File: src/rtl/lsu_pkg.sv
// Shared encodings and lane helpers for the load/store unit.
// Lanes are little-endian: byte k lives in word[8k+7:8k].
package lsu_pkg;

   localparam logic [1:0] SIZE_BYTE = 2'b00;
   localparam logic [1:0] SIZE_HALF = 2'b01;
   localparam logic [1:0] SIZE_WORD = 2'b10;

   typedef enum logic [2:0] {
      ST_IDLE,
      ST_RD,
      ST_CAP,
      ST_MRG,
      ST_WR,
      ST_DONE
   } lsu_state_e;

   // Size 11 is reserved and always treated as a misaligned access.
   function automatic logic is_misaligned(input logic [1:0] sz, input logic [1:0] a);
      logic r;
      case (sz)
         SIZE_BYTE: r = 1'b0;
         SIZE_HALF: r = a[0];
         SIZE_WORD: r = (a != 2'b00);
         default:   r = 1'b1;
      endcase
      return r;
   endfunction

   function automatic logic [31:0] extract_lane(input logic [31:0] w, input logic [1:0] a,
                                                input logic [1:0] sz, input logic sx);
      logic [7:0]  b;
      logic [15:0] h;
      logic [31:0] r;
      b = w[{a, 3'b000} +: 8];
      h = a[1] ? w[31:16] : w[15:0];
      case (sz)
         SIZE_BYTE: r = {{24{sx & b[7]}}, b};
         SIZE_HALF: r = {{16{sx & h[15]}}, h};
         default:   r = w;
      endcase
      return r;
   endfunction

   function automatic logic [31:0] merge_lane(input logic [31:0] w, input logic [1:0] a,
                                              input logic [1:0] sz, input logic [31:0] d);
      logic [31:0] r;
      r = w;
      case (sz)
         SIZE_BYTE: r[{a, 3'b000} +: 8] = d[7:0];
         SIZE_HALF: begin
            if (a[1]) r[31:16] = d[15:0];
            else      r[15:0]  = d[15:0];
         end
         default:   r = d;
      endcase
      return r;
   endfunction

endpackage

File: src/rtl/lsu_lane_align.sv
// Combinational lane steering: extracts a load value from a memory word and
// builds the merged word for a sub-word store.
module lsu_lane_align
   import lsu_pkg::*;
(
   input  logic [31:0] i_word,
   input  logic [1:0]  i_addr_lo,
   input  logic [1:0]  i_size,
   input  logic        i_sign_ext,
   input  logic [31:0] i_store_data,
   output logic [31:0] o_load_val,
   output logic [31:0] o_merged
);

   assign o_load_val = extract_lane(i_word, i_addr_lo, i_size, i_sign_ext);
   assign o_merged   = merge_lane(i_word, i_addr_lo, i_size, i_store_data);

endmodule

File: src/rtl/load_store_unit.sv
// MEM-stage sequencer turning byte/half/word requests into word-only memory traffic.
// Accept-to-done latency: fault 1, word store 2, load 3, sub-word store 4; requests ignored while busy.
module load_store_unit
   import lsu_pkg::*;
#(
   parameter int MEM_WORDS = 8192
)
(
   input  logic        clk,
   input  logic        rst,
   input  logic        req,
   input  logic        isStore,
   input  logic [1:0]  size,
   input  logic        signExt,
   input  logic [31:0] address,
   input  logic [31:0] storeData,
   output logic        busy,
   output logic        done,
   output logic [31:0] loadData,
   output logic        misaligned,
   output logic        outOfRange,
   output logic        memWriteEn,
   output logic        memReadEn,
   output logic [31:0] memAddress,
   output logic [31:0] memDataIn,
   input  logic [31:0] memDataOut
);

   localparam logic [31:0] ADDR_LIMIT = 32'(4 * MEM_WORDS);

   lsu_state_e  r_state;
   logic [31:0] r_addr;
   logic [31:0] r_sdata;
   logic [31:0] r_wdata;
   logic [31:0] r_ldata;
   logic [1:0]  r_size;
   logic        r_sext;
   logic        r_store;
   logic        r_busy;
   logic        r_done;
   logic        r_mis;
   logic        r_oor;
   logic        r_ren;
   logic        r_wen;

   logic        w_mis;
   logic        w_oor;
   logic [31:0] w_load_val;
   logic [31:0] w_merged;

   assign w_mis = is_misaligned(size, address[1:0]);
   assign w_oor = (address >= ADDR_LIMIT);

   lsu_lane_align u_lane (
      .i_word       (memDataOut),
      .i_addr_lo    (r_addr[1:0]),
      .i_size       (r_size),
      .i_sign_ext   (r_sext),
      .i_store_data (r_sdata),
      .o_load_val   (w_load_val),
      .o_merged     (w_merged)
   );

   always_ff @(posedge clk or posedge rst) begin
      if (rst) begin
         r_state <= ST_IDLE;
         r_addr  <= '0;
         r_sdata <= '0;
         r_wdata <= '0;
         r_ldata <= '0;
         r_size  <= '0;
         r_sext  <= 1'b0;
         r_store <= 1'b0;
         r_busy  <= 1'b0;
         r_done  <= 1'b0;
         r_mis   <= 1'b0;
         r_oor   <= 1'b0;
         r_ren   <= 1'b0;
         r_wen   <= 1'b0;
      end else begin
         r_done <= 1'b0;
         case (r_state)
            ST_IDLE: begin
               if (req) begin
                  r_addr  <= address;
                  r_sdata <= storeData;
                  r_size  <= size;
                  r_sext  <= signExt;
                  r_store <= isStore;
                  r_mis   <= w_mis;
                  r_oor   <= w_oor;
                  r_busy  <= 1'b1;
                  if (w_mis || w_oor) begin
                     r_state <= ST_DONE;
                     r_done  <= 1'b1;
                  end else if (isStore && size == SIZE_WORD) begin
                     r_wdata <= storeData;
                     r_wen   <= 1'b1;
                     r_state <= ST_WR;
                  end else begin
                     r_ren   <= 1'b1;
                     r_state <= ST_RD;
                  end
               end
            end
            ST_RD: begin
               r_ren   <= 1'b0;
               r_state <= r_store ? ST_MRG : ST_CAP;
            end
            ST_CAP: begin
               r_ldata <= w_load_val;
               r_done  <= 1'b1;
               r_state <= ST_DONE;
            end
            // Untouched bytes come from the word fetched in RD.
            ST_MRG: begin
               r_wdata <= w_merged;
               r_wen   <= 1'b1;
               r_state <= ST_WR;
            end
            ST_WR: begin
               r_wen   <= 1'b0;
               r_done  <= 1'b1;
               r_state <= ST_DONE;
            end
            ST_DONE: begin
               r_busy  <= 1'b0;
               r_state <= ST_IDLE;
            end
            default: begin
               r_ren   <= 1'b0;
               r_wen   <= 1'b0;
               r_busy  <= 1'b0;
               r_state <= ST_IDLE;
            end
         endcase
      end
   end

   assign busy       = r_busy;
   assign done       = r_done;
   assign loadData   = r_ldata;
   assign misaligned = r_mis;
   assign outOfRange = r_oor;
   assign memReadEn  = r_ren;
   assign memWriteEn = r_wen;
   assign memAddress = {r_addr[31:2], 2'b00};
   assign memDataIn  = r_wdata;

endmodule
File: config.mk
export PLATFORM = sky130hd
export DESIGN_NAME = load_store_unit
export DESIGN_NICKNAME = d
export VERILOG_FILES = /design/src/rtl/lsu_pkg.sv /design/src/rtl/lsu_lane_align.sv /design/src/rtl/load_store_unit.sv
export SDC_FILE = /design/constraint.sdc
export NUM_CORES = 1
export LEC_CHECK = 0
export CORE_MARGIN = 3
export CORE_UTILIZATION = 53
export CTS_CLUSTER_SIZE = 28
export DETAILED_ROUTE_END_ITERATION = 6
export GPL_ROUTABILITY_DRIVEN = 0
export HOLD_SLACK_MARGIN = 0.08
export PLACE_DENSITY = 0.86
export SETUP_SLACK_MARGIN = 0.02
export SYNTH_ARGS = -nofsm -noshare
export SYNTH_HDL_FRONTEND = slang
export SYNTH_HIERARCHICAL = 1
export SYNTH_SLANG_ARGS = --single-unit
File: constraint.sdc
create_clock -name clk -period 9.9 [get_ports clk]
set_clock_uncertainty 0.1 [all_clocks]
set_input_delay 2.475 -clock clk [delete_from_list [all_inputs] [get_ports clk]]
set_output_delay 2.475 -clock clk [all_outputs]
set_load 0.01 [all_outputs]
==> results.py, run 1 <==
metrics = {
    "worst_setup_path": {
        "crit_slowest_cell": "o31ai_4",
        "cp_num_buf_inv": 1,
        "path_delay_family": "simple AND/OR/NAND/NOR gates",
        "path_max_fanout": 33,
        "startpoint_type": "primary input",
        "crit_path_max_incr_delay_ns": 1.09,
        "critical_path.cell_chain": "clkdlybuf4s50_1 > nor4_4 > nand4_2 > o31ai_4 > and2_1 > a21oi_1",
        "r2r_cells": 6,
        "cp_num_cells": 6,
        "end_kind": "flop",
        "cp.arrival_ns": 5.84,
        "required_ns": 10.03,
        "crit_type": "primary input to flop",
        "r2r_slack_ns": 6.58,
    },
    "sta": {
        "rsz0062_at_grt": "no",
        "slew_headroom_pct": 11.1,
        "worst_pin_slew_ns": 1.33,
        "period_share_pct": 57.7,
        "hold_violations": 0,
        "finalSetupTns_ns": 0,
        "setup_ws_ns": 4.19,
        "slew_violations": 0,
        "setup_violations": 0,
        "max_freq_mhz": 175,
        "finalCriticalPeriod_ns": 5.71,
    },
    "routing": {
        "num_vias": 6384,
        "drtAntennaViolNets": 0,
        "wl_per_cell_um": 22.1,
        "drtIter0Drc": 681,
        "drcViolationCount": 0,
        "vias_per_cell": 6.19,
        "routed_wl_um": 22800,
        "firstDrtPassIters": 5,
    },
    "min_path": {
        "holdCritPathClass": "flop to flop",
        "hold_path_depth": 1,
    },
    "power_and_ir_drop": {
        "p_sw_share_pct": 38.5,
        "cellInternalPower_uw": 2100,
        "seqPwrFrac_pct": 32.0,
        "powerDensity_nw_per_um2": 343,
        "vdd_drop_max_mv": 0.221,
        "clockPowerShare_pct": 17.9,
        "combPwrFrac_pct": 50.1,
        "power_switching_uw": 1320,
        "power_leakage_uw": 0.00431,
    },
    "placement": {
        "post_dp_cell_area_um2": 9400,
        "port_buffers": 202,
        "dp_slack_ns": 3.86,
        "dp_cells": 1000,
        "detailed_place_hpwl_um": 16100,
    },
    "synth": {
        "ys_ff_latch": 141,
        "synth_edf_count": 0,
        "synthCells": 687,
        "ys.flop_type": "dfrtp_1",
        "synth_top_cell_by_area": "dfrtp_1",
        "yosys-top-cells-area": "dfrtp_1 (47%), mux2_2 (16%), a21oi_1 (5.5%)",
        "ys_top_cells_by_count": "dfrtp_1 (141), mux2_2 (108), a21oi_1 (83)",
        "yosysSeqAreaShare_pct": 46.6,
        "avgSynthCellArea_um2": 11.0,
        "synth_area_um2": 7570,
        "synthArstFlopShare_pct": 100,
        "synth_top_area_share_pct": 46.6,
        "synth.distinct_cells": 50,
        "yosysWarnings": 6,
        "synth_most_common_cell": "dfrtp_1",
    },
    "floorplan": {
        "die_w_um": 126,
        "num_io_pins": 205,
        "die-area_um2": 15800,
        "fp.coreArea_um2": 13900,
        "start_util_pct": 54.3,
        "dieHeight_um": 126,
        "rows": 43,
    },
    "cts": {
        "cts_tree": "done",
        "postCtsSetupBuffers": 0,
        "ctsResizeCount": 0,
        "clk_pin_slew_worst_paths_ns": 0.06,
        "clk_latency_ns": 0.43,
        "clock-sinks": 141,
        "ctsLongestPathBuffers": 2,
        "root_buffer": "clkbuf_16",
        "hold_buffers": 0,
        "htreeDepth": 4,
        "cts_made_buffers": 17,
    },
    "flow_run": {
        "maxCapViolations": 0,
    },
    "cells_and_area": {
        "diodes": 0,
        "n_fill_cell": 936,
        "final_nets": 947,
        "final_area_um2": 9980,
        "area_delta_synth_final_pct": 31.8,
        "layout-drive-gt1-share_pct": 20.4,
        "stdcell_count": 1032,
    },
    "grt": {
        "track_usage_pct": 29.1,
        "overflow": 0,
        "grt_first_pass_wirelength_um": 35900,
        "grt_max_degree": 87,
        "grt_pass1_vias": 6516,
        "antenna_found_initial": 0,
    },
    "status": {
        "status": "finished, final reports clean",
    },
}
==> power groups by stage <==
| stage | sequential (µW) | combinational [µW] | clock, µW |
|---|---|---|---|
| after floorplan | 1070 | 1090 | 0 |
| after global placement | 1080 | 1620 | 0 |
| after detailed placement | 1090 | 1670 | 0 |
| after CTS | 1090 | 1700 | 617 |
| after global routing | 1130 | 1830 | 646 |
| final | 1100 | 1710 | 614 |
==> worst paths after layout <==
kind | from | endpoint
min in group asynchronous | rst | r_sdata[18]
worst min register to register | loadData[24] | loadData[24]
worst min-delay path | loadData[24] | loadData[24]
worst max register to register | r_size[0] | memDataIn[2]
max in group asynchronous | rst | r_sdata[2]
worst max-delay path | address[15] | memDataIn[21]
==> stage by stage <==
step / power, µW / hold slack [ns] / utilization (%)
6_report: 3420 / 0.404 / 71.6
2_1_floorplan: 2160 / 0.381 / -
3_3_place_gp: 2690 / 0.374 / 67.5
5_1_grt: 3600 / 0.422 / 71.6
3_5_place_dp: 2760 / 0.378 / 67.5
4_1_cts: 3400 / 0.406 / 71.6
==> worst reg2reg max path, cell delays in order (launching register included) <==
cell,delay [ns]
dfrtp_1,0.82
inv_1,0.33
o21ai_1,0.87
a21oi_1,0.39
a22o_1,0.34
mux2i_1,0.17
a21oi_1,0.11
==> cells by family (layout without fill, tap and decap cells) <==
logic type	after synthesis	after routing	share of synthesized area (%)
adders and majority gates	5	5	0.826
buffers and inverters	92	256	7.02
muxes	147	147	21.2
and+or+nand+nor	122	122	8.13
DFF	141	141	46.6
other	1	2	0.0495
AOI/OAI and AO/OA	179	179	16.1
==> sequential cells by signal (all words and copies together), names as in the netlist <==
signal / flops
busy: 1
done: 1
loadData: 32
memDataIn: 32
memReadEn: 1
memWriteEn: 1
misaligned: 1
outOfRange: 1
r_addr: 32
r_sdata: 32
r_sext: 1
r_size: 2
r_state: 3
r_store: 1
==> layer usage <==
| layer | GRT usage, % | share of wire, % | up-vias | routed length (µm) |
|---|---|---|---|---|
| met5 | 0 | 0 | - | 0 |
| met3 | 8.97 | 11 | 74 | 2430 |
| met2 | 46.7 | 48 | 416 | 11000 |
| met4 | 11.9 | 3.3 | 0 | 761 |
| li1 | - | - | 2764 | - |
| met1 | 37.0 | 38 | 3130 | 8630 |
==> area by class of cell <==
cell class | instances | area, µm² | share of cell area [%]
Clock buffer | 22 | 484 | 4.85
Clock inverter | 10 | 87.6 | 0.878
Tap cell | 180 | 225 | 2.26
Sequential cell | 141 | 3530 | 35.4
Inverter | 16 | 65.1 | 0.652
Timing Repair Buffer | 208 | 2070 | 20.7
Multi-Input combinational cell | 455 | 3520 | 35.3
==> cells in the final DEF, fill, tap and decap left out, types with 4 or more instances in the layout <==
cell type,synthesis,routed
clkinv_2,0,5
ha_1,5,5
nor2_1,15,15
clkbuf_8,0,4
clkdlybuf4s50_1,0,202
a221o_1,16,16
a22o_1,10,10
mux2_2,108,108
nand2b_1,5,5
buf_4,36,6
nand2_1,71,71
and2_1,5,4
a221oi_1,7,7
mux2i_1,38,38
a21oi_1,83,82
nor2b_1,4,4
inv_1,16,15
a21oi_2,10,11
dfrtp_1,141,141
clkbuf_16,0,17
a222oi_1,7,7
a22oi_1,5,5
o21ai_0,20,20
a2bb2oi_1,9,9
Note: power is estimated with default switching activity, not from simulation.
==> inputs of run 2 (changes only) <==
--- a/config.mk
+++ b/config.mk
@@ -6,12 +6,12 @@
 export NUM_CORES = 1
 export LEC_CHECK = 0
 export CORE_MARGIN = 3
-export CORE_UTILIZATION = 53
+export CORE_UTILIZATION = 49
 export CTS_CLUSTER_SIZE = 28
 export DETAILED_ROUTE_END_ITERATION = 6
 export GPL_ROUTABILITY_DRIVEN = 0
 export HOLD_SLACK_MARGIN = 0.08
-export PLACE_DENSITY = 0.86
+export PLACE_DENSITY = 0.8
 export SETUP_SLACK_MARGIN = 0.02
 export SYNTH_ARGS = -nofsm -noshare
 export SYNTH_HDL_FRONTEND = slang
==> constraint.sdc (replaced) <==
create_clock -name clk -period 5.9 [get_ports clk]
set_clock_uncertainty 0.1 [all_clocks]
set_input_delay 1.475 -clock clk [delete_from_list [all_inputs] [get_ports clk]]
set_output_delay 1.475 -clock clk [all_outputs]
set_load 0.01 [all_outputs]
==> results.py, run 2 (synthesis results as in run 1) <==
metrics = {
    "status": {
        "status": "finished, final reports clean",
    },
    "cells_and_area": {
        "final_area_um2": 9990,
        "final_cell_mix": "clkdlybuf4s50_1 (202), dfrtp_1 (141), mux2_2 (108)",
        "n_fill_cell": 1092,
        "area_delta_synth_final_pct": 32.0,
        "final_common_cell": "clkdlybuf4s50_1",
        "layout-drive-gt1-share_pct": 20.6,
        "diodes": 0,
        "final_nets": 948,
        "fin_util_pct": 67.5,
    },
    "sta": {
        "hold_violations": 0,
        "setup_violations": 0,
        "finalSetupTns_ns": 0,
        "worst_pin_slew_ns": 1.20,
        "finalCriticalPeriod_ns": 4.10,
        "rsz0062_at_grt": "no",
        "slew_headroom_pct": 20.0,
        "slew_violations": 0,
        "max_freq_mhz": 244,
        "period_share_pct": 69.5,
    },
    "routing": {
        "drtAntennaViolNets": 0,
        "vias_per_cell": 6.01,
        "drtIter0Drc": 707,
        "num_vias": 6233,
        "drcViolationCount": 0,
        "wl_per_cell_um": 21.8,
        "routed_wl_um": 22600,
        "firstDrtPassIters": 7,
    },
    "worst_setup_path": {
        "r2r_slack_ns": 2.52,
        "startpoint_type": "primary input",
        "cp.arrival_ns": 4.24,
        "crit_type": "primary input to flop",
        "required_ns": 6.04,
        "end_kind": "flop",
        "path_max_fanout": 33,
    },
    "cts": {
        "ctsLongestPathBuffers": 2,
        "postCtsSetupBuffers": 0,
        "clk_latency_ns": 0.43,
        "cts_made_buffers": 17,
        "cts_tree": "done",
        "ctsResizeCount": 0,
        "clock-sinks": 141,
        "root_buffer": "clkbuf_16",
        "clk_pin_slew_worst_paths_ns": 0.06,
        "htreeDepth": 4,
        "hold_buffers": 0,
    },
    "min_path": {
        "holdCritPathClass": "flop to flop",
    },
    "power_and_ir_drop": {
        "power_uw": 5750,
        "powerDensity_nw_per_um2": 575,
        "power_leakage_uw": 0.00430,
        "vdd_drop_max_mv": 0.316,
    },
    "floorplan": {
        "rows": 44,
        "num_io_pins": 205,
        "fp.coreArea_um2": 14800,
        "die_w_um": 130,
        "start_util_pct": 51.1,
        "die-area_um2": 17000,
        "dieHeight_um": 130,
    },
    "grt": {
        "grt_max_degree": 108,
        "track_usage_pct": 26.8,
        "grt_pass1_vias": 6408,
        "antenna_found_initial": 0,
        "grt_first_pass_wirelength_um": 35100,
        "overflow": 0,
    },
    "placement": {
        "port_buffers": 202,
        "post_dp_cell_area_um2": 9420,
        "detailed_place_hpwl_um": 16300,
    },
    "flow_run": {
        "maxCapViolations": 0,
    },
}
## run 2: changes by cell type in the layout (fill, tap and decap cells not counted)
cell and delta:
buf_4 +1, clkbuf_1 -1, clkbuf_8 -3, clkinv_2 -3, clkinv_4 +3, clkinvlp_4 +1
inv_6 +2, inv_8 +1
## run 2: critical path: stages
cell and delay [ns]:
clkdlybuf4s50_1 0.46, nor4_4 0.33, nand4_2 0.22, o31ai_4 0.21, buf_4 0.37, and2_1 0.99
a21oi_1 0.18
## run 2: path summary, 6_finish.rpt
path,start,end,depth (start not counted)
max in group asynchronous,rst,memDataIn[29],3
setup / recovery,address[15],memDataIn[26],7
min in group asynchronous,rst,loadData[19],2
hold reg to reg,loadData[24],loadData[24],1
hold / removal,loadData[24],loadData[24],1
setup reg to reg,r_size[0],memDataIn[4],6
## run 2: per-stage QoR
stage / hold slack, ns / setup WS [ns] / cells
CTS: 0.405 / 1.83 / 1037
global route: 0.417 / 1.55 / 1037
finish: 0.399 / 1.80 / 1037
detailed placement: 0.388 / 1.37 / 1005
floorplan: 0.381 / 0.544 / 688
global placement: 0.374 / 1.55 / 1005
## run 2: area by class of cell
type / count / area [µm²] / area share [%]
tap: 184 / 230 / 2.30
sequential: 141 / 3530 / 35.3
clock buffer: 18 / 439 / 4.40
multi-input combinational: 455 / 3520 / 35.2
inverter: 16 / 65.1 / 0.651
timing repair buffer: 209 / 2070 / 20.8
clock inverter: 14 / 135 / 1.35
## run 2: per-layer routing
layer | vias up | share of wire [%] | track usage (%)
met5 | - | 0 | 0
met4 | 0 | 2.9 | 10.9
met3 | 51 | 9.6 | 7.70
met2 | 376 | 48 | 42.8
met1 | 3020 | 40 | 34.5
li1 | 2786 | - | -
## run 2: report_power, final
group / internal [µW] / leakage, µW / switching, µW / total [µW]
sequential: 1440 / 0.00168 / 400 / 1840
combinational: 1470 / 0.00235 / 1390 / 2860
clock: 598 / 0.000275 / 444 / 1040
total: 3510 / 0.00430 / 2230 / 5750
